$ cat src/rtl/hd63701_phase_seq.sv
// HD63701 phase sequencer: produces the PHASE/OPCODE pair that addresses the
// microcode ROM, arbitrates reset/NMI/IRQ/SWI/TRAP/SLEEP and drives VECSEL.
module hd63701_phase_seq #(
  parameter logic [7:0] NOP_OP = 8'h01
) (
  input  logic       CLK,
  input  logic       RSTn,
  input  logic       EN,
  input  logic [7:0] DIN,
  input  logic       MCEND,
  input  logic       MCSWI,
  input  logic       MCTRAP,
  input  logic       MCSLP,
  input  logic       IFLAG,
  input  logic       NMI,
  input  logic       IRQ1,
  input  logic       IRQ2,
  output logic [5:0] PHASE,
  output logic [7:0] OPCODE,
  output logic       MCEN,
  output logic [2:0] VECSEL,
  output logic       INTACK
);

  typedef enum logic [5:0] {
    phRST   = 6'd0,  phVECT  = 6'd1,  phVEC1  = 6'd2,  phVEC2  = 6'd3,
    phFETCH = 6'd4,
    phEXEC  = 6'd16, phEXEC1 = 6'd17, phEXEC2 = 6'd18, phEXEC3 = 6'd19,
    phEXEC4 = 6'd20, phEXEC5 = 6'd21, phEXEC6 = 6'd22, phEXEC7 = 6'd23,
    phEXEC8 = 6'd24, phEXEC9 = 6'd25,
    phINTR  = 6'd32, phINTR1 = 6'd33, phINTR2 = 6'd34, phINTR3 = 6'd35,
    phINTR4 = 6'd36, phINTR5 = 6'd37, phINTR6 = 6'd38, phINTR7 = 6'd39,
    phINTR8 = 6'd40, phINTR9 = 6'd41,
    phSLEEP = 6'd48, phHALT  = 6'd63
  } phase_t;

  localparam logic [2:0] V_RST = 3'd0, V_NMI = 3'd1, V_SWI = 3'd2,
                         V_IRQ1 = 3'd3, V_IRQ2 = 3'd4, V_TRAP = 3'd5;

  phase_t     ph, ph_nxt;
  logic [7:0] opc_nxt;
  logic [2:0] vs_nxt;
  logic       ack_nxt;
  logic       nmi_q, nmi_pend, pend_clr, nmi_edge;
  logic       irq1_ok, irq2_ok;

  assign PHASE    = ph;
  assign MCEN     = EN;
  assign nmi_edge = NMI & ~nmi_q;
  assign irq1_ok  = IRQ1 & ~IFLAG;
  assign irq2_ok  = IRQ2 & ~IFLAG;

  // Next phase, opcode latch, vector select and ack pulse.
  always_comb begin
    ph_nxt   = ph;
    opc_nxt  = OPCODE;
    vs_nxt   = VECSEL;
    ack_nxt  = 1'b0;
    pend_clr = 1'b0;
    case (ph)
      phRST: begin
        ph_nxt  = phVECT;
        vs_nxt  = V_RST;
        ack_nxt = 1'b1;
      end
      phVECT: ph_nxt = phVEC1;
      phVEC1: ph_nxt = phVEC2;
      phVEC2: ph_nxt = phFETCH;
      // Fetch and sleep share the interrupt check; only fetch loads an opcode.
      phFETCH, phSLEEP: begin
        if (nmi_pend) begin
          ph_nxt   = phINTR;
          vs_nxt   = V_NMI;
          pend_clr = 1'b1;
        end else if (irq1_ok) begin
          ph_nxt = phINTR;
          vs_nxt = V_IRQ1;
        end else if (irq2_ok) begin
          ph_nxt = phINTR;
          vs_nxt = V_IRQ2;
        end else if (ph == phFETCH) begin
          opc_nxt = DIN;
          ph_nxt  = phEXEC;
        end
      end
      phEXEC, phEXEC1, phEXEC2, phEXEC3, phEXEC4,
      phEXEC5, phEXEC6, phEXEC7, phEXEC8, phEXEC9: begin
        if (MCTRAP) begin
          ph_nxt = phINTR;
          vs_nxt = V_TRAP;
        end else if (MCSWI) begin
          ph_nxt = phINTR;
          vs_nxt = V_SWI;
        end else if (MCSLP) begin
          ph_nxt = phSLEEP;
        end else if (MCEND) begin
          ph_nxt = phFETCH;
        end else if (ph == phEXEC9) begin
          ph_nxt = phHALT;
        end else begin
          ph_nxt = phase_t'(ph + 6'd1);
        end
      end
      phINTR, phINTR1, phINTR2, phINTR3, phINTR4, phINTR5, phINTR6:
        ph_nxt = phase_t'(ph + 6'd1);
      phINTR7: begin
        ph_nxt  = phVECT;
        ack_nxt = 1'b1;
      end
      // phHALT and the unused INTR8/9 codes park until reset.
      default: ph_nxt = phHALT;
    endcase
  end

  // State registers; a new NMI edge beats a same-cycle pending clear.
  always_ff @(posedge CLK) begin
    if (!RSTn) begin
      ph       <= phRST;
      OPCODE   <= NOP_OP;
      VECSEL   <= V_RST;
      INTACK   <= 1'b0;
      nmi_q    <= 1'b0;
      nmi_pend <= 1'b0;
    end else if (EN) begin
      ph       <= ph_nxt;
      OPCODE   <= opc_nxt;
      VECSEL   <= vs_nxt;
      INTACK   <= ack_nxt;
      nmi_q    <= NMI;
      nmi_pend <= nmi_edge | (nmi_pend & ~pend_clr);
    end else begin
      INTACK   <= 1'b0;
    end
  end

endmodule
$ cat config.mk
export PLATFORM = sky130hd
export DESIGN_NAME = hd63701_phase_seq
export DESIGN_NICKNAME = d
export VERILOG_FILES = /design/src/rtl/hd63701_phase_seq.sv
export SDC_FILE = /design/constraint.sdc
export NUM_CORES = 1
export LEC_CHECK = 0
export ABC_CLOCK_PERIOD_IN_PS = 4500
export BUFFER_PORTS_ARGS = -buffer_cell sky130_fd_sc_hd__buf_2
export CORE_ASPECT_RATIO = 0.7
export CORE_MARGIN = 1
export CORE_UTILIZATION = 50
export DETAILED_ROUTE_END_ITERATION = 8
export HOLD_SLACK_MARGIN = 0.05
export PLACE_DENSITY = 0.78
export SLEW_MARGIN = 20
export SYNTH_ARGS = -nofsm -noshare
export SYNTH_HDL_FRONTEND = slang
export SYNTH_SLANG_ARGS = --single-unit
$ cat constraint.sdc
create_clock -name CLK -period 4.5 [get_ports CLK]
set_input_delay 1.125 -clock CLK [delete_from_list [all_inputs] [get_ports CLK]]
set_output_delay 1.125 -clock CLK [all_outputs]
set_load 0.01 [all_outputs]
==> impl_metrics.csv <==
group,metric,value,unit
timing,setup_tns,0,ps
grt,grt_pass1_vias,1089,
pwr,switchingPower,0.000238,W
critical_path,end_kind,"output port",
die,fp.dieH,44.6,um
pwr,p_per_area,437,nW/um2
timing,max_slew_margin,59.2,%
yosys,synth_common_cells,"20 x dfxtp_1, 11 x nor2b_1, 11 x o21ai_0",
yosys,synthArstFlopShare,0,%
die,start_util,52.7,%
critical_path,cp_num_buf_inv,2,
die,coreArea,2460,um2
critical_path,cp_max_fo,9,
route,drc_errors,0,
yosys,synth-seq-cells,20,
final_layout,fillers,223,
timing,rsz0062_at_grt,"false",
final_layout,layout-drive-gt1-share,26.5,%
timing,max_freq,388,MHz
timing,layout_min_cycle_time,2570,ps
route,wl,3030,um
grt,overflow,0,
yosys,syn_nets,173,
final_layout,diodes,0,
route,wire_per_inst,14.1,um
pwr,p_sw_share,35.3,%
min_path,min_path_type,"flop to flop",
pwr,internal-power,0.000435,W
yosys,synth_edf_count,0,
outcome,outcome,"finished, final reports clean",
clock_tree,cts_resized,0,
route,postRouteAntennaNets,0,
critical_path,worstPathArrival,1450,ps
clock_tree,clkLatencyLatePin,250,ps
yosys,synth_area_leaders,"dfxtp_1 31%, mux2i_1 6.9%, nor2b_1 5.3%, o21ai_0 4.2%, ha_1 3.9%",
critical_path,path_cells,"buf_2 > buf_2",
pwr,seqPwrFrac,35.8,%
critical_path,max_stage_delay,170,ps
clock_tree,cts_setup_buffers,0,
yosys,syn-instance-count,150,
critical_path,worstSetupPathType,"input pin to output port",
yosys,synth_area,1300,um2
timing,fin_skew,1.62,ps
die,die-area,2800,um2
job,max-cap-violations,0,
clock_tree,clock-root-buffer,"clkbuf_8",
critical_path,cpMostUsedCell,"buf_2",
pwr,peakVddDrop,0.000197,V
yosys,synth_flop_cell,"dfxtp_1",
grt,grt_pass1_wl,4970,um
timing,slew_violations,0,
pwr,p_total,0.000674,W
final_layout,final_util,62.7,%
yosys,yosysSeqAreaShare,30.9,%
critical_path,cp.required,3380,ps
clock_tree,numCtsBuffers,3,
critical_path,worst_setup_path_start_kind,"input pin",
pwr,comb_power_share,38.2,%
critical_path,crit_slowest_cell,"buf_2",
route,dr.pass1.iters,4,
clock_tree,path_clk_slew,70,ps
clock_tree,cts_tree,"yes",
placed_design,io_buffers,37,
timing,finalSetupViolCount,0,
grt,grt_max_degree,21,
route,dr_total_vias,1275,
critical_path,cp_top_family,"buffers and inverters",
timing,whs,476,ps
placed_design,gp_congestion,0.857,
placed_design,dp_hpwl,2260,um
timing,setup_slack,1930,ps
placed_design,dp_slack,1810,ps
clock_tree,clock_path_buffers,2,
route,drt_iter0_markers,72,
die,dieWidth,62.9,um
final_layout,nets,205,
pwr,p_leak,0.728,nW
timing,hold_violations,0,
grt,grt.total_usage,22.8,%
grt,antenna_found_initial,0,
final_layout,area_growth,19.0,%
route,vias_per_cell,5.93,
yosys,yosysWarningCount,0,
clock_tree,postCtsHoldBufs,0,
clock_tree,cts_sinks,20,
yosys,syn_area_per_cell,8.64,um2
yosys,ys_types,45,
pwr,clockPowerShare,26.0,%
timing,worstMarginPinSlew,606,ps
yosys,yosys.area.top_type,"dfxtp_1",
timing,min_period_over_period,57.2,%
yosys,synth_top_area_share,30.9,%
yosys,yosysMostFrequentCell,"dfxtp_1",
die,pin_count,38,
die,fp-row-count,15,
clock_tree,htreeDepth,1,
-- flip-flops by register name, summed over array words and instances (netlist names) --
| name | count |
|---|---|
| VECSEL | 3 |
| OPCODE | 8 |
| nmi_q | 1 |
| PHASE | 6 |
| INTACK | 1 |
| nmi_pend | 1 |
-- layout make-up --
class                      instances  area (um2)  share of cell area [%]
clock buffer                       3        41.3                    2.68
clock inverter                     1        30.0                    1.95
sequential                        20         400                    26.0
inverter                           8        30.0                    1.95
timing repair buffer              37         185                    12.0
multi-input combinational        112         813                    52.7
tap                               34        42.5                    2.76
-- path summary, 6_finish.rpt --
path / startpoint / cells past startpoint / end / slack, ps
max reg2reg: PHASE[0] / 7 / VECSEL[1] / 1950
min reg2reg: OPCODE[0] / 2 / OPCODE[0] / 480
min: OPCODE[0] / 2 / OPCODE[0] / 480
max: EN / 2 / MCEN / 1930
-- power by group through the flow --
| stage | sequential [W] | clock [W] | combinational, W |
|---|---|---|---|
| CTS | 0.000240 | 0.000178 | 0.000254 |
| global placement | 0.000242 | 0 | 0.000247 |
| floorplan | 0.000233 | 0 | 0.000196 |
| detailed placement | 0.000244 | 0 | 0.000253 |
| global route | 0.000247 | 0.000187 | 0.000284 |
| finish | 0.000241 | 0.000175 | 0.000257 |
-- per-layer routing --
metal / share of wire [%] / vias up / global-route usage [%]
met1: 45 / 594 / 30.8
met2: 44 / 64 / 36.3
met3: 11 / 2 / 7.73
met5: 0 / - / 0
li1: - / 615 / -
met4: 0.13 / 0 / 2.79
-- cell families (layout without fill, tap and decap cells) --
family	after synthesis	after routing	share of synthesized area, %
buffers and inverters	18	49	6.37
adders and majority gates	4	4	3.86
muxes	9	9	6.95
AOI/OAI and AO/OA	49	49	28.4
DFF	20	20	30.9
xor gates and xnor gates	2	2	1.35
and+or+nand+nor	48	48	22.2
-- through the flow --
stage	cells	cell area, um2
floorplan	150	1300
global placement	211	1470
detailed placement	211	1470
CTS	215	1540
global route	215	1540
finish	215	1540
-- worst min-delay path, stage by stage (launching register included) --
cell and delay (ps):
dfxtp_1 330, mux2i_1 70, nand2_1 60
-- cell usage in the layout, fill, tap and decap left out, types with 2 or more instances in the layout --
| cell | Yosys | final |
|---|---|---|
| o21ba_2 | 2 | 2 |
| and2_1 | 3 | 3 |
| nand3b_1 | 2 | 2 |
| nand2_1 | 5 | 5 |
| ha_1 | 4 | 4 |
| or3b_2 | 2 | 2 |
| inv_1 | 8 | 8 |
| a21boi_0 | 3 | 3 |
| o21ai_0 | 11 | 11 |
| a31oi_1 | 5 | 5 |
| nor4_1 | 2 | 2 |
| nand2b_1 | 3 | 3 |
| a21o_1 | 3 | 3 |
| o211a_1 | 3 | 3 |
| xor2_1 | 2 | 2 |
| nand3_1 | 6 | 6 |
| nor2b_1 | 11 | 11 |
| dfxtp_1 | 20 | 20 |
| buf_2 | 3 | 37 |
| clkbuf_8 | 0 | 3 |
| a311oi_1 | 2 | 2 |
| a21oi_1 | 4 | 4 |
| o211ai_1 | 4 | 4 |
| or3_1 | 2 | 2 |
| o31a_1 | 3 | 3 |
| mux2i_1 | 9 | 9 |
| nor2_1 | 5 | 5 |
(Power assumes the default switching activity.)
